===== src/rtl/alu_secuencial_if.sv =====
// rtl/alu_secuencial_if.sv - operand/opcode request and result/status bundle for alu_secuencial
interface alu_secuencial_if #(
    parameter int tamanioDato      = 8,
    parameter int tamanioOperacion = 8
);
    logic [tamanioDato-1:0]      operandoA;
    logic [tamanioDato-1:0]      operandoB;
    logic [tamanioOperacion-1:0] operacion;
    logic                        start;
    logic                        busy;
    logic                        done;
    logic [tamanioDato-1:0]      resultado;
    logic [3:0]                  flags;
    logic                        op_invalida;

    modport master (
        output operandoA, operandoB, operacion, start,
        input  busy, done, resultado, flags, op_invalida
    );

    modport slave (
        input  operandoA, operandoB, operacion, start,
        output busy, done, resultado, flags, op_invalida
    );
endinterface


===== src/rtl/alu_secuencial.sv =====
// rtl/alu_secuencial.sv - registered ALU with single-cycle ops and shift-and-add multi-cycle MUL
module alu_secuencial #(
    parameter int tamanioDato      = 8,
    parameter int tamanioOperacion = 8
) (
    input  logic          clk,
    input  logic          reset_n,
    alu_secuencial_if.slave bus
);
    localparam int N  = tamanioDato;
    localparam int CW = $clog2(tamanioDato) + 1;

    localparam logic [tamanioOperacion-1:0] OP_ADD = tamanioOperacion'(8'h20);
    localparam logic [tamanioOperacion-1:0] OP_SUB = tamanioOperacion'(8'h22);
    localparam logic [tamanioOperacion-1:0] OP_AND = tamanioOperacion'(8'h24);
    localparam logic [tamanioOperacion-1:0] OP_OR  = tamanioOperacion'(8'h25);
    localparam logic [tamanioOperacion-1:0] OP_XOR = tamanioOperacion'(8'h26);
    localparam logic [tamanioOperacion-1:0] OP_NOR = tamanioOperacion'(8'h27);
    localparam logic [tamanioOperacion-1:0] OP_SRL = tamanioOperacion'(8'h02);
    localparam logic [tamanioOperacion-1:0] OP_SRA = tamanioOperacion'(8'h03);
    localparam logic [tamanioOperacion-1:0] OP_SLL = tamanioOperacion'(8'h00);
    localparam logic [tamanioOperacion-1:0] OP_MUL = tamanioOperacion'(8'h18);

    localparam logic [0:0] IDLE = 1'b0;
    localparam logic [0:0] MUL  = 1'b1;

    localparam logic [N-1:0]  LIMITE = N'(tamanioDato);
    localparam logic [CW-1:0] ULTIMO = CW'(tamanioDato - 1);

    logic [0:0]     estado;
    logic [CW-1:0]  cnt;
    logic [2*N-1:0] mcand;
    logic [N-1:0]   mplier;
    logic [2*N-1:0] acc;
    logic [2*N-1:0] acc_next;

    logic           busy_r, done_r, inv_r;
    logic [N-1:0]   res_r;
    logic [3:0]     flags_r;

    logic [N:0]     suma, resta;
    logic [N-1:0]   res_c;
    logic           carry_c, ovf_c, inv_c, fuera;
    logic [3:0]     flags_c;

    always_comb begin
        suma    = {1'b0, bus.operandoA} + {1'b0, bus.operandoB};
        resta   = {1'b0, bus.operandoA} - {1'b0, bus.operandoB};
        fuera   = (bus.operandoB >= LIMITE);
        res_c   = '0;
        carry_c = 1'b0;
        ovf_c   = 1'b0;
        inv_c   = 1'b0;
        case (bus.operacion)
            OP_ADD: begin
                res_c   = suma[N-1:0];
                carry_c = suma[N];
                ovf_c   = (bus.operandoA[N-1] == bus.operandoB[N-1]) && (suma[N-1] != bus.operandoA[N-1]);
            end
            OP_SUB: begin
                res_c   = resta[N-1:0];
                carry_c = resta[N];
                ovf_c   = (bus.operandoA[N-1] != bus.operandoB[N-1]) && (resta[N-1] != bus.operandoA[N-1]);
            end
            OP_AND: res_c = bus.operandoA & bus.operandoB;
            OP_OR:  res_c = bus.operandoA | bus.operandoB;
            OP_XOR: res_c = bus.operandoA ^ bus.operandoB;
            OP_NOR: res_c = ~(bus.operandoA | bus.operandoB);
            OP_SRL: if (!fuera) res_c = bus.operandoA >> bus.operandoB;
            OP_SLL: if (!fuera) res_c = bus.operandoA << bus.operandoB;
            OP_SRA: begin
                if (fuera) res_c = {N{bus.operandoA[N-1]}};
                else       res_c = $unsigned($signed(bus.operandoA) >>> bus.operandoB);
            end
            OP_MUL: res_c = '0;
            default: inv_c = 1'b1;
        endcase
        flags_c = {(res_c == '0), res_c[N-1], carry_c, ovf_c};
    end

    // One partial product per cycle: mcand walks left while mplier walks right.
    assign acc_next = acc + (mplier[0] ? mcand : '0);

    always_ff @(posedge clk) begin
        if (!reset_n) begin
            estado  <= IDLE;
            cnt     <= '0;
            mcand   <= '0;
            mplier  <= '0;
            acc     <= '0;
            busy_r  <= 1'b0;
            done_r  <= 1'b0;
            inv_r   <= 1'b0;
            res_r   <= '0;
            flags_r <= '0;
        end else begin
            done_r <= 1'b0;
            case (estado)
                IDLE: begin
                    if (bus.start) begin
                        if (bus.operacion == OP_MUL) begin
                            mcand  <= {{N{1'b0}}, bus.operandoA};
                            mplier <= bus.operandoB;
                            acc    <= '0;
                            cnt    <= '0;
                            busy_r <= 1'b1;
                            estado <= MUL;
                        end else begin
                            res_r   <= res_c;
                            flags_r <= flags_c;
                            inv_r   <= inv_c;
                            done_r  <= 1'b1;
                        end
                    end
                end
                MUL: begin
                    acc    <= acc_next;
                    mcand  <= mcand << 1;
                    mplier <= mplier >> 1;
                    cnt    <= cnt + 1'b1;
                    if (cnt == ULTIMO) begin
                        res_r   <= acc_next[N-1:0];
                        flags_r <= {(acc_next[N-1:0] == '0), acc_next[N-1], 1'b0, |acc_next[2*N-1:N]};
                        inv_r   <= 1'b0;
                        done_r  <= 1'b1;
                        busy_r  <= 1'b0;
                        estado  <= IDLE;
                    end
                end
                default: estado <= IDLE;
            endcase
        end
    end

    assign bus.busy        = busy_r;
    assign bus.done        = done_r;
    assign bus.resultado   = res_r;
    assign bus.flags       = flags_r;
    assign bus.op_invalida = inv_r;
endmodule


===== src/flat_wrapper.sv =====
// flat-port wrapper written by rule: the top's interface ports become plain ports
module alu_secuencial_flat 
#(
    parameter int tamanioDato      = 8,
    parameter int tamanioOperacion = 8
)
  (clk, reset_n, bus_operandoA, bus_operandoB, bus_operacion, bus_start, bus_busy, bus_done, bus_resultado, bus_flags, bus_op_invalida);
  alu_secuencial_if #(.tamanioDato(tamanioDato), .tamanioOperacion(tamanioOperacion)) bus_i ();
  input  logic clk;
  input  logic reset_n;
  input wire logic [$bits(bus_i.operandoA)-1:0] bus_operandoA;
  input wire logic [$bits(bus_i.operandoB)-1:0] bus_operandoB;
  input wire logic [$bits(bus_i.operacion)-1:0] bus_operacion;
  input wire logic [$bits(bus_i.start)-1:0] bus_start;
  output wire logic [$bits(bus_i.busy)-1:0] bus_busy;
  output wire logic [$bits(bus_i.done)-1:0] bus_done;
  output wire logic [$bits(bus_i.resultado)-1:0] bus_resultado;
  output wire logic [$bits(bus_i.flags)-1:0] bus_flags;
  output wire logic [$bits(bus_i.op_invalida)-1:0] bus_op_invalida;
  assign bus_i.operandoA = bus_operandoA;
  assign bus_i.operandoB = bus_operandoB;
  assign bus_i.operacion = bus_operacion;
  assign bus_i.start = bus_start;
  assign bus_busy = bus_i.busy;
  assign bus_done = bus_i.done;
  assign bus_resultado = bus_i.resultado;
  assign bus_flags = bus_i.flags;
  assign bus_op_invalida = bus_i.op_invalida;
  alu_secuencial #(.tamanioDato(tamanioDato), .tamanioOperacion(tamanioOperacion)) u_core (.clk(clk), .reset_n(reset_n), .bus(bus_i));
endmodule

===== config.mk =====
export PLATFORM = sky130hd
export DESIGN_NAME = alu_secuencial_flat
export DESIGN_NICKNAME = d
export VERILOG_FILES = /design/src/rtl/alu_secuencial_if.sv /design/src/rtl/alu_secuencial.sv /design/src/flat_wrapper.sv
export SDC_FILE = /design/constraint.sdc
export NUM_CORES = 1
export LEC_CHECK = 0
export CAP_MARGIN = 20
export CORE_ASPECT_RATIO = 0.7
export CORE_UTILIZATION = 45
export CTS_BUF_LIST = sky130_fd_sc_hd__clkbuf_16
export CTS_CLUSTER_DIAMETER = 200
export DETAILED_ROUTE_END_ITERATION = 8
export PLACE_DENSITY = 0.75
export SETUP_SLACK_MARGIN = 0.05
export SYNTH_ARGS = -nofsm -noshare
export SYNTH_HDL_FRONTEND = slang
export SYNTH_SLANG_ARGS = --single-unit
export TNS_END_PERCENT = 10

===== constraint.sdc =====
create_clock -name clk -period 3.9 [get_ports clk]
set_input_delay 0.78 -clock clk [delete_from_list [all_inputs] [get_ports clk]]
set_output_delay 0.78 -clock clk [all_outputs]
set_load 0.1 [all_outputs]

-- Yosys cells after proc, flatten, opt, wreduce, memory -nomap -nowiden
Cells that the tools add are included.
- bits in registers: 60
- input port bits: 27
- output and inout bits: 15
- logic and storage cells: 94
- equal/unequal tests: 18
- shifts and indexed selects: 3
- magnitude comparators: 1
- reductions and logical operators: 10
- bitwise gates (word level): 5
- add/subtract/negate cells: 4
- mux-type cells: 43
- operators with widths (operator ; count):
    $mux W16 ; 5
    $pmux W8 S9 ; 1
    $mux W8 ; 8
    $pmux W16 S2 ; 2
    $eq A8 B6 Y1 const B ; 6
    $pmux W8 S2 ; 2
    $logic_not A8 Y1 ; 3
    $mux W4 ; 5
    $add A16 B16 Y16 ; 1
    $eq A8 B2 Y1 const B ; 2
    $pmux W4 S2 ; 2
    $mux W1 ; 12
    $pmux W1 S2 ; 6
    $add A8 B8 Y9 ; 1
    $reduce_or A9 Y1 ; 1
    $sub A8 B8 Y9 ; 1
    $and A8 B8 Y8 ; 1
    $eq A8 B5 Y1 const B ; 1
    $ge A8 B4 Y1 const B ; 1
    $not A8 Y8 ; 1
    $or A8 B8 Y8 ; 1
    $reduce_or A8 Y1 ; 1
    $shl A8 B8 Y8 ; 1
    $shr A8 B8 Y8 ; 1
    12 further kinds ; 18

-- Longest topological paths before layout
Gate-level depths: netlist of run 1.
- word-level depth: 7
- gate-level depth with buffers: 12
- gate-level depth less buffers: 11

-- Worst setup path after synthesis of run 1
OpenSTA, ideal clock, no wires.
- kind: input to register
- start point: in bus_operandoB[1]
- end point: reg u_core.flags_r[2], in the netlist u_core.bus.flags[2]
- arrival: 2972 ps
- data required time: 3765 ps
- setup time: 135 ps
- stages on the path: 12
- path slack: 793 ps
- path buffers: 2
- cell sequence: buf_2 -> buf_2 -> inv_1 -> ha_1 -> o21bai_1 -> a21oi_1 -> o31ai_1 -> a221oi_1 -> a221o_1 -> a21oi_1 -> or2_1 -> a31oi_1
- longest elaborated chain between the ends: 6
- elaborated cells between the ends (all ways): 13
- classes of those cells: add/sub: 2; order compare: 1; shift: 3; mux: 7
- RTL lines (what ; RTL line ; text):
    from (decl) ; flat_wrapper.sv:12 ; input wire logic [$bits(bus_i.operandoB)-1:0] bus_operandoB;
    $ge A8 B4 Y1, or another cell as far along ; alu_secuencial.sv:49 ; fuera = (bus.operandoB >= LIMITE);
    $mux W8 (on tied branches) ; alu_secuencial.sv:72, alu_secuencial.sv:69, alu_secuencial.sv:70 ;
    $pmux W8 S9 * ; alu_secuencial.sv:54 ; case (bus.operacion)
    $mux W4 * ; alu_secuencial.sv:101 ; if (bus.operacion == OP_MUL) begin
    $mux W4 * ; alu_secuencial.sv:100 ; if (bus.start) begin
    $pmux W4 S2 * ; alu_secuencial.sv:98 ; case (estado)
    to (signal assigned) ; alu_secuencial.sv:110 ; flags_r <= flags_c;
    to (signal assigned) ; alu_secuencial.sv:123 ; flags_r <= {(acc_next[N-1:0] == '0), acc_next[N-1], 1'b0, |acc_next[2*N-1:N]};
    to (decl) ; alu_secuencial.sv:39 ; logic [3:0] flags_r;
Mark *: on every way between the ends. The rest lies on a longest branch, timed or not. The select of a mux whose other input is x is not followed.
A chain may end at the register's enable or synchronous reset.

-- Worst setup path in the final report of run 1
- start point: in bus_operandoB[0]
- end point: reg u_core.res_r[6], in the netlist u_core.bus.resultado[6]
- longest elaborated chain between the ends: 6
- elaborated cells between the ends (all ways): 13
- classes of those cells: add/sub: 2; order compare: 1; shift: 3; mux: 7
- RTL lines (what ; RTL line ; text):
    $ge A8 B4 Y1, or another cell as far along ; alu_secuencial.sv:49 ;
    $mux W8 (on tied branches) ; alu_secuencial.sv:72, alu_secuencial.sv:69, alu_secuencial.sv:70 ;
    $pmux W8 S9 * ; alu_secuencial.sv:54 ;
    $mux W8 * ; alu_secuencial.sv:101 ;
    $mux W8 * ; alu_secuencial.sv:100 ;
    $pmux W8 S2 * ; alu_secuencial.sv:98 ;
    to (signal assigned) ; alu_secuencial.sv:109 ; res_r <= res_c;
    to (signal assigned) ; alu_secuencial.sv:122 ; res_r <= acc_next[N-1:0];
    to (decl) ; alu_secuencial.sv:38 ; logic [N-1:0] res_r;
Marks and branches as above.

==> reports/metrics.csv, run 1 <==
metric;value;unit
wl_per_cell;20.1;um
synth_top_family_by_area;compound AO/OA/AOI/OAI gates;
timing.fmax;274;MHz
yosys.area_share.simple;0.264;
h-tree-depth;3;
synth.mux.area_fraction;0.0372;
clk_path_buf_depth;2;
top_layer_used;met4;
fillers;1044;
arrival;3.87;ns
post_cts_buffers;0;
die_x;130;um
syn-instance-count;698;
relSlewSlack;0.344;
design_area;0.00618;sq mm
wl_met2;7200;um
cp-start-kind;input port;
maxSlewViolCount;0;
synth_ff_type;dfxtp_1;
place.detailed.hpwl;13800;um
setup_viol;0;
core;0.0111;sq mm
insertion_delay;0.34;ns
initial_core_util;0.464;
synth-edff-count;0;
hold_viol;0;
hold_depth;2;
wirelength_met1;8510;um
place_area;0.00591;sq mm
cts_tree;done;
area_delta_synth_final;20.1;%
yosys.area.top_type;dfxtp_1;
synth_area;0.00515;sq mm
cp_data_required_time;4.13;ns
vias;5795;
crit_type;input port to register;
final_core_util;0.558;
ys_ff_latch;59;
drc_errors;0;
r2r-start;u_core.mplier[0];
wl;18200;um
yosys.area.top_type_share;0.229;
hp-start;u_core.mcand[9];
synth_compound_area_frac;0.278;
synth_seq_area_share;0.229;
final_nets;820;
antenna_left;0;
async_flop_share;0;
worst-path-max-fanout;4;
finalCritPeriodShare;0.934;
hp-class;register to register;
drive_gt1_frac;0.0981;
status;finished, final reports clean;
drt_first_iter_violations;832;
fin_crit;3.64;ns
first_global_vias;5301;
crit_path_end_kind;register;
ir_drop;0.000210;V
synth_area_per_cell;7.38;sq um
num_antenna_cells;0;
root_buffer;clkbuf_16;
port_buffers;41;
rsz0062_at_grt;false;
clock-sinks;59;
max_cap_violations;0;
grt_start_max_net_pins;50;
route.met3.wl;2240;um
groute.usage.overall;0.321;
cts_buffers;9;
die_area;0.0119;sq mm
min_to;u_core.mcand[10];
io-pin-count;42;
clkTransAtPathRegs;0.05;ns
antenna_found_initial;0;
synthXorXnorAreaFrac;0.0238;
powerDensity;284;mW/mm^2
dr.pass1.iters;5;
synth_cell_types;74;
rrSetupSlack;0.54;ns
viasPerCell;6.39;
grt_overflow;0;
p_leak;0.00245;uW
hold_ws;0.463;ns
gp_congestion;0.988;
ys_warn_count;0;
syn_nets;768;
tightestPinTransition;0.981;ns
ys_top_cells_by_area;dfxtp_1, ha_1, a21oi_1;
rr_worst_depth;11;
die_h;91.5;um
clock_skew;0.00634;ns
r2r-end;u_core.bus.flags[0];
synthAdderAreaFrac;0.109;
grt_pass1_wl;28800;um
rows;32;
cells by family (layout without fill, tap and decap cells):
kind of cell,count (synthesis),after routing
multiplexers,14,14
XOR/XNOR,14,14
adder cells (fa/ha/maj),43,43
flip-flops,59,59
AND/OR/NAND/NOR,275,275
AO/OA/AOI/OAI,217,217
buffers and inverters,76,132
power by group:
| group | internal (uW) | total (uW) | leakage [uW] | switching, uW |
|---|---|---|---|---|
| clock | 479 | 751 | 0.000143 | 271 |
| sequential | 611 | 616 | 0.000477 | 5.02 |
| combinational | 140 | 388 | 0.00183 | 247 |
state kept, by name (all words and copies together), names as in the netlist:
name / count
u_core.cnt: 4
u_core.bus.flags: 4
u_core.bus.op_invalida: 1
u_core.mplier: 8
u_core.acc: 16
u_core.bus.busy: 1
u_core.mcand: 16
u_core.bus.resultado: 7
u_core.estado: 1
u_core.bus.done: 1
cells in the final DEF, fill, tap and decap left out, types with 5 or more instances in the layout:
cell type / instances
and2_1: 18
a21o_1: 8
o211ai_1: 7
nor4_1: 5
xnor2_1: 9
clkdlybuf4s50_1: 41
o21ai_0: 26
a31oi_1: 13
a22oi_1: 5
a21oi_1: 71
buf_4: 47
dfxtp_1: 59
nand3_1: 45
a211oi_1: 14
mux2i_1: 9
nand2_1: 73
o22ai_1: 11
xor2_1: 5
nor3_1: 13
nand2b_1: 5
ha_1: 40
a311oi_1: 15
nand4_1: 5
nor2_1: 74
or3_1: 7
inv_1: 29
clkbuf_16: 9
metrics by stage:
step                      std cells  setup slack (ns)  power (uW)  setup TNS [ns]
after detailed placement        892           -0.0734        1000         -0.0877
after global routing            907            0.0907        1810               0
final                           907             0.256        1750               0
after global placement          892           -0.0249        1000         -0.0249
after floorplan                 698             0.793         855               0
after CTS                       907             0.263        1750               0
metal layers:
| layer | track usage | vias to the layer above |
|---|---|---|
| li1 | - | 2674 |
| met1 | 0.486 | 2752 |
| met2 | 0.428 | 342 |
| met3 | 0.0996 | 27 |
| met4 | 0.0804 | 0 |
| met5 | 0 | - |
critical path, cell delays in order:
cell and delay [ns]:
clkdlybuf4s50_1 0.48, ha_1 0.28, fa_1 0.42, a21o_1 0.18
a21oi_1 0.28, buf_4 0.16, o31ai_1 0.08, a221oi_1 0.31
a21oi_1 0.08, a2111oi_1 0.39, buf_4 0.19, o211ai_1 0.08
o211a_1 0.16
cell type report:
| class | instances | area [sq um] | share of cell area |
|---|---|---|---|
| clock buffer | 9 | 225 | 0.0364 |
| clock inverter | 6 | 50.0 | 0.00809 |
| inverter | 29 | 109 | 0.0176 |
| multi-input combinational | 563 | 3660 | 0.592 |
| sequential | 59 | 1180 | 0.191 |
| tap | 153 | 191 | 0.0310 |
| timing repair buffer | 88 | 763 | 0.123 |
worst max-delay path by stage:
| stage | start | to | depth (start not counted) |
|---|---|---|---|
| global placement | bus_operandoB[0] | u_core.bus.resultado[6] | 13 |
| global route | bus_operandoB[0] | u_core.bus.resultado[6] | 13 |
| CTS | bus_operandoB[0] | u_core.bus.resultado[6] | 13 |
| floorplan | bus_operandoB[1] | u_core.bus.flags[2] | 12 |
| detailed placement | bus_operandoB[0] | u_core.bus.resultado[6] | 13 |
| finish | bus_operandoB[0] | u_core.bus.resultado[6] | 13 |
cell usage after synthesis (14+ instances only):
master    number
nor2_1        74
and2_1        18
a211oi_1      14
dfxtp_1       59
clkbuf_1      32
inv_1         27
nand3_1       45
a21oi_1       71
o21ai_0       26
ha_1          40
a311oi_1      15
nand2_1       73
what timing repair did:
action	CTS	global route
hold buffers	0	0
endpoints found under the setup margin	0	1
resized for setup	0	1
Power figures use the tool's default switching activity.
==> run 2: changes to the inputs <==
--- a/config.mk
+++ b/config.mk
@@ -11,7 +11,8 @@
 export CTS_BUF_LIST = sky130_fd_sc_hd__clkbuf_16
 export CTS_CLUSTER_DIAMETER = 200
 export DETAILED_ROUTE_END_ITERATION = 8
-export PLACE_DENSITY = 0.75
+export DONT_BUFFER_PORTS = 1
+export PLACE_DENSITY = 0.71
 export SETUP_SLACK_MARGIN = 0.05
 export SYNTH_ARGS = -nofsm -noshare
 export SYNTH_HDL_FRONTEND = slang
==> constraint.sdc (replaced) <==
create_clock -name clk -period 3.9 [get_ports clk]
set_input_delay 0.78 -clock clk [delete_from_list [all_inputs] [get_ports clk]]
set_output_delay 0.78 -clock clk [all_outputs]
set_load 0.05 [all_outputs]
==> run 2 against run 1 <==
Non-clock buffer count down 80; clock power up 0.9%; combinational power down 46%; sequential power up 4.2%; via count down 8.4%; utilization down 6.3 points; first-iteration DRC count down 33%; fmax up 9.1%; flip-flop and latch count unchanged; critical endpoint is now u_core.bus.flags[0].
==> reports/metrics.csv, run 2 (synthesis gave the netlist of run 1 again) <==
metric;value;unit
first_global_vias;4892;
cp_data_required_time;4.10;ns
clock-sinks;59;
num_antenna_cells;0;
max_cap_violations;0;
root_buffer;clkbuf_16;
clkTransAtPathRegs;0.05;ns
antenna_left;0;
power;1610;uW
drt_first_iter_violations;559;
postCtsResizedCells;0;
layout_common_cells;nor2_1, nand2_1, a21oi_1;
crit_slowest_cell;dfxtp_1;
clock_skew;0.00600;ns
clk_path_buf_depth;2;
design_area;0.00549;sq mm
met2_usage;0.402;
place_area;0.00520;sq mm
port_buffers;0;
antenna_found_initial;0;
vias;5310;
arrival;3.54;ns
timing.fmax;299;MHz
fin_setup_tns;0;ns
area_delta_synth_final;6.56;%
rows;32;
powerDensity;293;mW/mm^2
hold_ws;0.467;ns
die_x;130;um
drc_errors;0;
viasPerCell;6.41;
rsz0062_at_grt;false;
final_nets;740;
groute.usage.overall;0.300;
gr-usage-met1;0.450;
hp-class;register to register;
crit_path_end_kind;register;
core;0.0111;sq mm
setup_viol;0;
finalCritPeriodShare;0.856;
place.detailed.hpwl;12600;um
worst_path_most_repeated_cell;o22ai_1;
insertion_delay;0.33;ns
wl;17100;um
cts_buffers;9;
cts-hold-fix-buffers;0;
cp-start-kind;register;
p_leak;0.00210;uW
crit_chain;and2_1 > ha_1 > fa_1 > a21oi_1 > o22ai_1 > o221ai_1 > a21boi_0 > o41ai_1 > xnor2_1 > a211oi_1 > o22ai_1;
status;finished, final reports clean;
io-pin-count;42;
grt_overflow;0;
die_area;0.0119;sq mm
busiest_layer;met1;
crit_type;register to register;
hold_viol;0;
initial_core_util;0.464;
post_cts_buffers;0;
final_common_cell;nor2_1;
cpPeakStageDelay;0.50;ns
grt_start_max_net_pins;51;
die_h;91.5;um
fin_crit;3.34;ns
cts_tree;done;
maxSlewViolCount;0;
tightestPinTransition;0.963;ns
wl_per_cell;20.7;um
largestRegisters;u_core.acc (16), u_core.mcand (16), u_core.mplier (8);
use_met3;0.107;
grt_pass1_wl;26800;um
relSlewSlack;0.357;
gp_congestion;1.03;
final_core_util;0.495;
h-tree-depth;3;
drive_gt1_frac;0.0548;
ir_drop;0.000208;V
worst-path-max-fanout;17;
dr.pass1.iters;5;
## run 2: cell types whose count changed in the layout (fill, tap and decap cells not counted), sizes merged
| cell | change |
|---|---|
| buf | -39 |
| clkdlybuf4s50 | -41 |
| clkinv | +2 |
| clkinvlp | +1 |
| inv | -2 |
## run 2: critical path, delay by kind of cell (launching register included)
| kind | cells | cell delay, ns |
|---|---|---|
| simple gates | 1 | 0.27 |
| compound gates | 7 | 1.65 |
| fa+ha+maj | 2 | 0.65 |
| xor+xnor | 1 | 0.15 |
| flops | 1 | 0.50 |
## run 2: layer usage
layer	wire length (um)	up-vias
li1	-	2517
met1	8280	2544
met2	6720	232
met3	1980	17
met4	136	0
met5	0	-
## run 2: power breakdown
part	total, uW	switching (uW)	internal, uW
registers	642	31.6	611
clock network	758	273	484
logic	209	126	83.0
## run 2: through the flow
stage	setup slack, ns	cells
2_1_floorplan	0.793	698
3_3_place_gp	0.532	811
3_5_place_dp	0.413	811
4_1_cts	0.612	827
5_1_grt	0.267	828
6_report	0.561	828
## run 2: final timing paths
kind | endpoint | slack (ns) | cells past startpoint | from
worst max-delay path | u_core.bus.flags[0] | 0.56 | 11 | u_core.mplier[0]
worst max register to register | u_core.bus.flags[0] | 0.56 | 11 | u_core.mplier[0]
worst min-delay path | u_core.mcand[15] | 0.47 | 2 | u_core.mcand[15]
worst min register to register | u_core.mcand[15] | 0.47 | 2 | u_core.mcand[15]
## run 2: final cells by class
class                           count  area (sq um)
Clock buffer                        9           225
Clock inverter                      7          58.8
Fill cell                        1099          5600
Inverter                           29           109
Multi-Input combinational cell    563          3660
Sequential cell                    59          1180
Tap cell                          153           191
Timing Repair Buffer                8          60.1
